**src/rtl/instruction_fetch_unit.sv**
```systemverilog
// Instruction fetch unit: fetch PC, combinational imem request, prefetch FIFO
// of {pc, instr} pairs to decode, redirect handling and fetch fault detection.
module instruction_fetch_unit #(
  parameter logic [63:0] RESET_PC      = 64'h0,
  parameter int unsigned FIFO_DEPTH    = 2,
  parameter logic [63:0] MEM_LAST_BYTE = 64'd300
) (
  input  logic        clk,
  input  logic        reset_n,
  output logic [63:0] imem_addr,
  input  logic [31:0] imem_rdata,
  output logic        if_valid,
  output logic [31:0] if_instr,
  output logic [63:0] if_pc,
  input  logic        if_ready,
  input  logic        redirect_valid,
  input  logic [63:0] redirect_pc,
  output logic        fetch_fault
);

  localparam int unsigned PTR_W = (FIFO_DEPTH > 1) ? $clog2(FIFO_DEPTH) : 1;
  localparam int unsigned CNT_W = PTR_W + 1;

  typedef enum logic {
    ST_RUN,
    ST_FAULT
  } state_t;

  state_t             state, state_next;
  logic [63:0]        fpc, fpc_next;
  logic [CNT_W-1:0]   count, count_next;
  logic [PTR_W-1:0]   rd_ptr, rd_next;
  logic [PTR_W-1:0]   wr_ptr, wr_next;
  logic [63:0]        pc_mem    [FIFO_DEPTH];
  logic [31:0]        instr_mem [FIFO_DEPTH];

  logic               legal;
  logic               push;
  logic               pop;
  logic               head_valid_next;
  logic [63:0]        head_pc_next;
  logic [31:0]        head_instr_next;
  logic               fault_next;

  assign imem_addr = fpc;

  // Legal fetch: word aligned and the whole word lies inside instruction memory.
  assign legal = (fpc[1:0] == 2'b00) &&
                 (({1'b0, fpc} + 65'd3) <= {1'b0, MEM_LAST_BYTE});
  assign pop   = if_valid & if_ready & ~redirect_valid;
  assign push  = (state == ST_RUN) & legal & ~redirect_valid &
                 ((count < CNT_W'(FIFO_DEPTH)) | pop);

  // Next-state, pointer and head computation.
  always_comb begin
    state_next      = state;
    fpc_next        = fpc;
    count_next      = count;
    rd_next         = rd_ptr;
    wr_next         = wr_ptr;
    head_valid_next = 1'b0;
    head_pc_next    = 64'h0;
    head_instr_next = 32'h0;

    if (redirect_valid) begin
      fpc_next   = redirect_pc;
      count_next = '0;
      rd_next    = '0;
      wr_next    = '0;
      state_next = (redirect_pc[1:0] != 2'b00) ? ST_FAULT : ST_RUN;
    end else begin
      if (push) begin
        fpc_next = fpc + 64'd4;
        wr_next  = PTR_W'(wr_ptr + 1'b1);
      end
      if (pop) begin
        rd_next = PTR_W'(rd_ptr + 1'b1);
      end
      count_next = count + CNT_W'(push) - CNT_W'(pop);
      if ((state == ST_RUN) && !legal) begin
        state_next = ST_FAULT;
      end
    end

    // The next head may be the entry being written this very cycle.
    if (count_next != '0) begin
      head_valid_next = 1'b1;
      if (push && (rd_next == wr_ptr)) begin
        head_pc_next    = fpc;
        head_instr_next = imem_rdata;
      end else begin
        head_pc_next    = pc_mem[rd_next];
        head_instr_next = instr_mem[rd_next];
      end
    end

    fault_next = (state_next == ST_FAULT);
  end

  always_ff @(posedge clk or negedge reset_n) begin
    if (!reset_n) begin
      state       <= ST_RUN;
      fpc         <= RESET_PC;
      count       <= '0;
      rd_ptr      <= '0;
      wr_ptr      <= '0;
      if_valid    <= 1'b0;
      if_pc       <= 64'h0;
      if_instr    <= 32'h0;
      fetch_fault <= 1'b0;
    end else begin
      state       <= state_next;
      fpc         <= fpc_next;
      count       <= count_next;
      rd_ptr      <= rd_next;
      wr_ptr      <= wr_next;
      if_valid    <= head_valid_next;
      if_pc       <= head_pc_next;
      if_instr    <= head_instr_next;
      fetch_fault <= fault_next;
    end
  end

  // FIFO storage.
  always_ff @(posedge clk or negedge reset_n) begin
    if (!reset_n) begin
      for (int i = 0; i < int'(FIFO_DEPTH); i++) begin
        pc_mem[i]    <= 64'h0;
        instr_mem[i] <= 32'h0;
      end
    end else if (push) begin
      pc_mem[wr_ptr]    <= fpc;
      instr_mem[wr_ptr] <= imem_rdata;
    end
  end

endmodule

```
**config.mk**
```make
export PLATFORM = sky130hd
export DESIGN_NAME = instruction_fetch_unit
export DESIGN_NICKNAME = d
export VERILOG_FILES = /design/src/rtl/instruction_fetch_unit.sv
export SDC_FILE = /design/constraint.sdc
export NUM_CORES = 1
export LEC_CHECK = 0
export BUFFER_PORTS_ARGS = -buffer_cell sky130_fd_sc_hd__buf_2
export CAP_MARGIN = 20
export CORE_AREA = 2 2 212 193
export DETAILED_ROUTE_END_ITERATION = 16
export DIE_AREA = 0 0 214 195
export GPL_TIMING_DRIVEN = 0
export PLACE_DENSITY_LB_ADDON = 0.3
export SLEW_MARGIN = 20
export SYNTH_ARGS = -nofsm -noshare
export SYNTH_HDL_FRONTEND = slang
export SYNTH_SLANG_ARGS = --single-unit
```
**constraint.sdc**
```tcl
create_clock -name clk -period 6.4 [get_ports clk]
set_input_delay 0.96 -clock clk [delete_from_list [all_inputs] [get_ports clk]]
set_output_delay 0.96 -clock clk [all_outputs]
set_load 0.02 [all_outputs]
```
# After elaboration in Yosys (flattened, before gate mapping)
# Index checks and enable logic that the tools add are counted.
dict set report op_classes {
  magnitude_cmp 5
  eq_ne 1
  reduce_logical 10
  muxes 27
  bitwise_logic 10
  addsub 6
}
# cell count
set ops {}
lappend ops {{2-to-1 mux 64 bit} 8}
lappend ops {{2-to-1 mux 32 bit} 6}
lappend ops {{bitwise mux 128 bit} 1}
lappend ops {{adder 64 x 2 -> 65 bit, second input constant} 1}
lappend ops {{less-or-equal comparator 65 x 9 -> 1 bit, second input constant} 1}
lappend ops {{adder 64 x 3 -> 64 bit, second input constant} 1}
lappend ops {{bitwise mux 64 bit} 1}
lappend ops {{demux 64 bit (select 1 bit)} 1}
lappend ops {{demux 32 bit (select 1 bit)} 1}
lappend ops {{2-to-1 mux 1 bit} 8}
lappend ops {{nonzero test 2 bit} 4}
lappend ops {{bitwise AND 1 bit} 5}
lappend ops {{greater-or-equal comparator 2 bit, second input constant} 2}
lappend ops {{logical AND 1 bit} 4}
lappend ops {{NOT 1 -> 2 bit} 2}
lappend ops {{adder 1 bit, second input constant} 2}
lappend ops {{adder 2 x 1 -> 2 bit} 1}
lappend ops {{logical NOT 2 bit} 1}
lappend ops {{< comparator 2 x 1 -> 1 bit, second input constant} 1}
lappend ops {{< comparator 2 bit, second input constant} 1}
lappend ops {{2-to-1 mux 2 bit} 1}
lappend ops {{NOT 1 bit} 2}
lappend ops {{subtractor 2 x 1 -> 2 bit} 1}
lappend ops {{== test 1 bit} 1}
lappend ops {{other kinds (2)} 2}
dict set report totals {
  input_bits 100
  register_bits 358
  out_inout_bits 162
}

# Logic depth before layout (Yosys ltp)
dict set report depth {
  ltp_word 11
  mapped_depth 23
  mapped_depth_nobuf 19
}

# Worst setup path before layout
# No wires, ideal clock.
dict set report synth_timing {
  kind {register to register}
  start {register fpc[19], in the netlist imem_addr[19]}
  end {register if_pc[33]}
  path_buffers 3
  slack_ns 1.262
  required_ns 6.264
  arrival_time_ns 5.002
  path_stages_with_launch 20
  path_cell_list {dfrtp_1 nand3_1 or4_1 or4_4 xnor2_1 o22a_1 nor4_2 nand4_2 clkbuf_1 or2_2 ha_1 inv_1 ha_1 xor2_1 xnor2_1 nor2_1 nor2_1 clkbuf_1 clkbuf_1 nor3_1}
}
dict set report synth_between {
  elab_chain_cells 11
}
# item line
set synth_rtl {}
lappend synth_rtl {{from (decl)} 30} ;# logic [63:0] fpc, fpc_next;
lappend synth_rtl {{from (signal assigned)} 113} ;# fpc <= fpc_next;
lappend synth_rtl {{adder 64 x 2 -> 65 bit} 49} ;# (({1'b0, fpc} + 65'd3) <= {1'b0, MEM_LAST_BYTE});
lappend synth_rtl {{less-or-equal comparator 65 x 9 -> 1 bit} 49}
lappend synth_rtl {{logical AND 1 bit} 48} ;# assign legal = (fpc[1:0] == 2'b00) &&
lappend synth_rtl {{bitwise AND 1 bit (3 in a row)} 51} ;# assign push = (state == ST_RUN) & legal & ~redirect_valid &
lappend synth_rtl {{adder 2 x 1 -> 2 bit} 79} ;# count_next = count + CNT_W'(push) - CNT_W'(pop);
lappend synth_rtl {{subtractor 2 x 1 -> 2 bit} 79}
lappend synth_rtl {{2-to-1 mux 2 bit} 65} ;# if (redirect_valid) begin
lappend synth_rtl {{via count_next[1]} 31} ;# logic [CNT_W-1:0] count, count_next;
lappend synth_rtl {{nonzero test 2 bit} 86} ;# if (count_next != '0) begin
lappend synth_rtl {{2-to-1 mux 64 bit} 86}
lappend synth_rtl {{via head_pc_next[33]} 41} ;# logic [63:0] head_pc_next;
lappend synth_rtl {{to (signal assigned)} 118} ;# if_pc <= head_pc_next;
lappend synth_rtl {{to (decl)} 14} ;# output logic [63:0] if_pc,
# The timed path passes the listed nets, and every way through them passes these cells.
# A chain may end at the register's enable or synchronous reset.

# Final worst setup path
dict set report layout_timing {
  start {register fpc[30], in the netlist imem_addr[30]}
  end {register if_instr[30]}
}
dict set report layout_between {
  elab_chain_cells 11
}
# item line
set layout_rtl {}
lappend layout_rtl {{adder 64 x 2 -> 65 bit} 49}
lappend layout_rtl {{less-or-equal comparator 65 x 9 -> 1 bit} 49}
lappend layout_rtl {{logical AND 1 bit} 48}
lappend layout_rtl {{bitwise AND 1 bit (3 in a row)} 51}
lappend layout_rtl {{adder 2 x 1 -> 2 bit} 79}
lappend layout_rtl {{subtractor 2 x 1 -> 2 bit} 79}
lappend layout_rtl {{2-to-1 mux 2 bit} 65}
lappend layout_rtl {{via count_next[1]} 31}
lappend layout_rtl {{nonzero test 2 bit} 86}
lappend layout_rtl {{2-to-1 mux 32 bit} 86}
lappend layout_rtl {{via head_instr_next[30]} 42} ;# logic [31:0] head_instr_next;
lappend layout_rtl {{to (signal assigned)} 119} ;# if_instr <= head_instr_next;
lappend layout_rtl {{to (decl)} 13} ;# output logic [31:0] if_instr,
# The timed path passes the listed nets, and every way through them passes these cells.

==> summary.md <==
| Metric | Value |
|---|---|
| TritonCTS clock tree | done |
| Num Clock Sinks | 358 |
| Slew at the pin with the worst max-slew slack | 0.861 ns |
| Final Cycle Share | 0.957 |
| Clk pin slew, worst setup/hold paths | 0.06 ns |
| R2R setup slack | 0.27 ns |
| Routed len/inst | 19.3 um |
| Critical path capture point type | flip-flop |
| Clk pwr share | 0.469 |
| Leak Pwr | 9.10 nW |
| Worst hold-check path type | in -> async |
| Layout Skew | 0.0203 ns |
| First-pass GRT wire length | 67.2 mm |
| Vias in the first global route | 11627 |
| CTS buffer count | 39 |
| #FFs+latches synth | 358 |
| GRT busiest layer | met2 |
| Sequential share of power | 0.462 |
| Crit-path slowest cell | or4_1 |
| Crit path arrival time | 6.57 ns |
| Power per cell area | 269 nW/um^2 |
| P_int | 3.92 mW |
| Synth cell types | 63 |
| Final Hold Viols | 0 |
| Max incr delay on CP | 0.68 ns |
| Layout overhead on the synthesized area | 22.5% |
| Via/cell ratio | 5.14 |
| Area post-placement | 17700 sq um |
| Post-synthesis cell area | 15700 sq um |
| DIE AREA | 41700 sq um |
| Ys Warns | 0 |
| # port buffers | 260 |
| Final instance area | 19200 sq um |
| RePlAce Congestion | 0.907 |
| Number of flops mapped to enable cells by yosys | 0 |
| Initial DRT Pass Iterations | 5 |
| Critical Path Source Type | flip-flop |
| Top Ports | 262 |
| Clock Tree Buf Depth | 3 |
| Die Y | 195 um |
| Critical Path RT | 6.84 ns |
| Relative slew slack | 0.424 |
| Drt initial violations | 828 |
| Post-CTS setup buffer count | 0 |
| Cells after synthesis | 1293 |
| Max Clock Freq | 163 MHz |
| Antenna-violating nets left | 0 |
| Final critical-path setup slack | 0.274 ns |
| Placement Setup Slack | -0.357 ns |
| Final HPWL from detailed placement | 29.9 mm |
| Avg Inst Size Synth | 12.1 sq um |
| Root Buffer | clkbuf_16 |
| Worst-path cell chain | nand4_1, or4_1, or4_4, xnor2_1, o22a_1, nor4_2, nand4_2, clkbuf_1, or2_2, ha_1, inv_1, ha_1, xor2_1, xnor2_1, nor2_1, nor2_2, inv_2, clkbuf_1, nand2_1, mux2i_1 |
| Crit Path Max Fanout | 10 |
| Max-slew violation count | 0 |
| Largest net degree at the start of global routing | 102 |
| Initial core utilization | 0.399 |
| Largest cells by area after synthesis | dfrtp_1 57%, mux2_2 9.9%, mux2i_1 6.3% |
| Max-cap violations | 0 |
| Max VDD drop | 187 uV |
| R2R Path Start | imem_addr[30]$_DFFE_PN0N_ |
| CP Buf/Inv Count | 4 |
| Clock period minus worst slack | 6.13 ns |
| Syn Nets | 1396 |
| Layout cells sized above 1 | 0.325 |
| Logic pwr share | 0.069 |
| Primary FF master, synth | dfrtp_1 |
| CORE AREA | 39300 sq um |
| Final wirelength | 41.9 mm |
| Num rows | 69 |
| Setup-failing EPs final | 0 |
| Fraction of registers with async set or reset after synthesis | 1.00 |
| Switching Share | 0.241 |
| Post-synthesis sequential area ratio | 0.571 |
| Routing usage on met2 | 0.319 |
| Leading area contributor after synthesis | dfrtp_1 |
| Overall routing resource usage | 0.204 |
| Unrepaired setup endpoints after global routing | false |
| Grt met3 use | 0.0491 |
| Net Sw Power | 1.25 mW |
| Critical path's top delay family | simple AND/OR/NAND/NOR gates |
| Gr ovfl total | 0 |
| Die X | 214 um |
| Worst R2R End | if_instr[30]$_DFF_PN0_ |
| H-tree depth | 2 |
| CP startpoint | imem_addr[30]$_DFFE_PN0N_ |
| Outcome | finished clean |
| GR Util met1 | 0.282 |
| Crit Path Category | reg -> reg |
| Final #Nets | 1700 |
| Remaining DRCs | 0 |
| Top cell type's share of synthesized area | 0.571 |
| Initial antenna violation count | 5 |
| Worst-Skew Late Latency | 0.56 ns |
| Via Count | 11129 |
| Reg2reg path depth | 20 |
## cells in the mapped netlist (12+ instances only)
library cell	instances
nor2_1	27
xor2_1	16
xnor2_1	13
nor2b_1	115
nand4_1	33
dfrtp_1	358
clkbuf_1	40
nand2_1	116
buf_2	14
mux2i_1	98
nand3_1	40
inv_1	12
mux2_2	138
nor3_1	74
buf_4	15
nor4_1	22
mux2_1	35
## power groups by stage
stage	sequential, mW	combinational (mW)	clock [mW]
global placement	2.42	0.343	0
finish	2.38	0.358	2.42
global route	2.39	0.390	2.58
floorplan	2.44	0.133	0
CTS	2.38	0.359	2.49
detailed placement	2.42	0.357	0
## placed cells by master, fill, tap and decap left out, drive strengths merged, types with 6 or more instances in the layout
| master | Yosys | final |
|---|---|---|
| dfrtp | 358 | 358 |
| buf | 38 | 301 |
| mux2 | 173 | 173 |
| nand2 | 116 | 116 |
| nor2b | 115 | 115 |
| mux2i | 98 | 98 |
| clkbuf | 40 | 95 |
| nor3 | 77 | 77 |
| nand3 | 40 | 40 |
| nand4 | 35 | 35 |
| nor2 | 28 | 28 |
| nor4 | 25 | 25 |
| xor2 | 16 | 16 |
| inv | 13 | 15 |
| xnor2 | 13 | 13 |
| o21ai | 11 | 11 |
| and4 | 9 | 9 |
| and3 | 9 | 9 |
| o211ai | 8 | 8 |
| diode | 0 | 7 |
| or4 | 7 | 7 |
| or3 | 6 | 6 |
| clkinv | 0 | 6 |
## cell type report
cell class              count  area [sq um]
diodes                      7          17.5
plain buffers              78           403
multi-input cells         844          6320
inverters                  13          48.8
well taps                 532           666
clock buffers              55          1170
repair buffers            263          1390
clock inverters            15           231
flip-flops and latches    358          8960
fillers                  3556         20100
## per-layer routing
| layer | part of all wire | wire [um] | up-vias |
|---|---|---|---|
| li1 | - | - | 5200 |
| met5 | 0.00017 | 7 | - |
| met3 | 0.065 | 2700 | 69 |
| met4 | 0.023 | 984 | 2 |
| met1 | 0.46 | 19300 | 5519 |
| met2 | 0.45 | 18900 | 339 |
## what timing repair did
item | in CTS | in global routing
pin swaps | 0 | 1
hold buffers | 0 | 0
endpoints found under the setup margin | 42 | 80
gates resized for setup | 5 | 9
gates cloned | 0 | 0
## state kept, by name, summed over array words and instances, names as in the netlist
name,count
count,2
imem_addr,64
rd_ptr,1
if_pc,64
wr_ptr,1
if_instr,32
state,1
pc_mem,128
instr_mem,64
if_valid,1
## stage by stage
step	instances	utilization	hold slack [ns]	setup TNS (ns)	power, mW
6_report	2165	0.489	0.365	0	5.16
5_1_grt	2158	0.489	0.399	0	5.36
4_1_cts	2158	0.488	0.366	0	5.23
3_5_place_dp	2088	0.452	0.472	-10.04	2.78
3_3_place_gp	2085	0.449	0.462	-839.48	2.76
2_1_floorplan	1293	-	0.452	0	2.58
## kinds of logic after synthesis
kind of cell	after synthesis	share of synthesized area
AO/OA/AOI/OAI	59	0.0284
XOR/XNOR	29	0.0162
adder cells (fa/ha/maj)	3	0.00239
buffers and inverters	91	0.0284
flip-flops	358	0.571
multiplexers	271	0.187
AND/OR/NAND/NOR	482	0.167
## worst max-delay path by stage
stage,end,cells past startpoint,slack [ns]
after detailed placement,if_instr[23]$_DFF_PN0_,23,-0.36
after CTS,if_instr[23]$_DFF_PN0_,21,0.01
final,if_instr[30]$_DFF_PN0_,20,0.27
after global placement,if_instr[4]$_DFF_PN0_,1,-2.36
after floorplan,if_pc[33]$_DFF_PN0_,19,1.26
after global routing,if_instr[23]$_DFF_PN0_,22,0.009
Power figures use the tool's default switching activity.
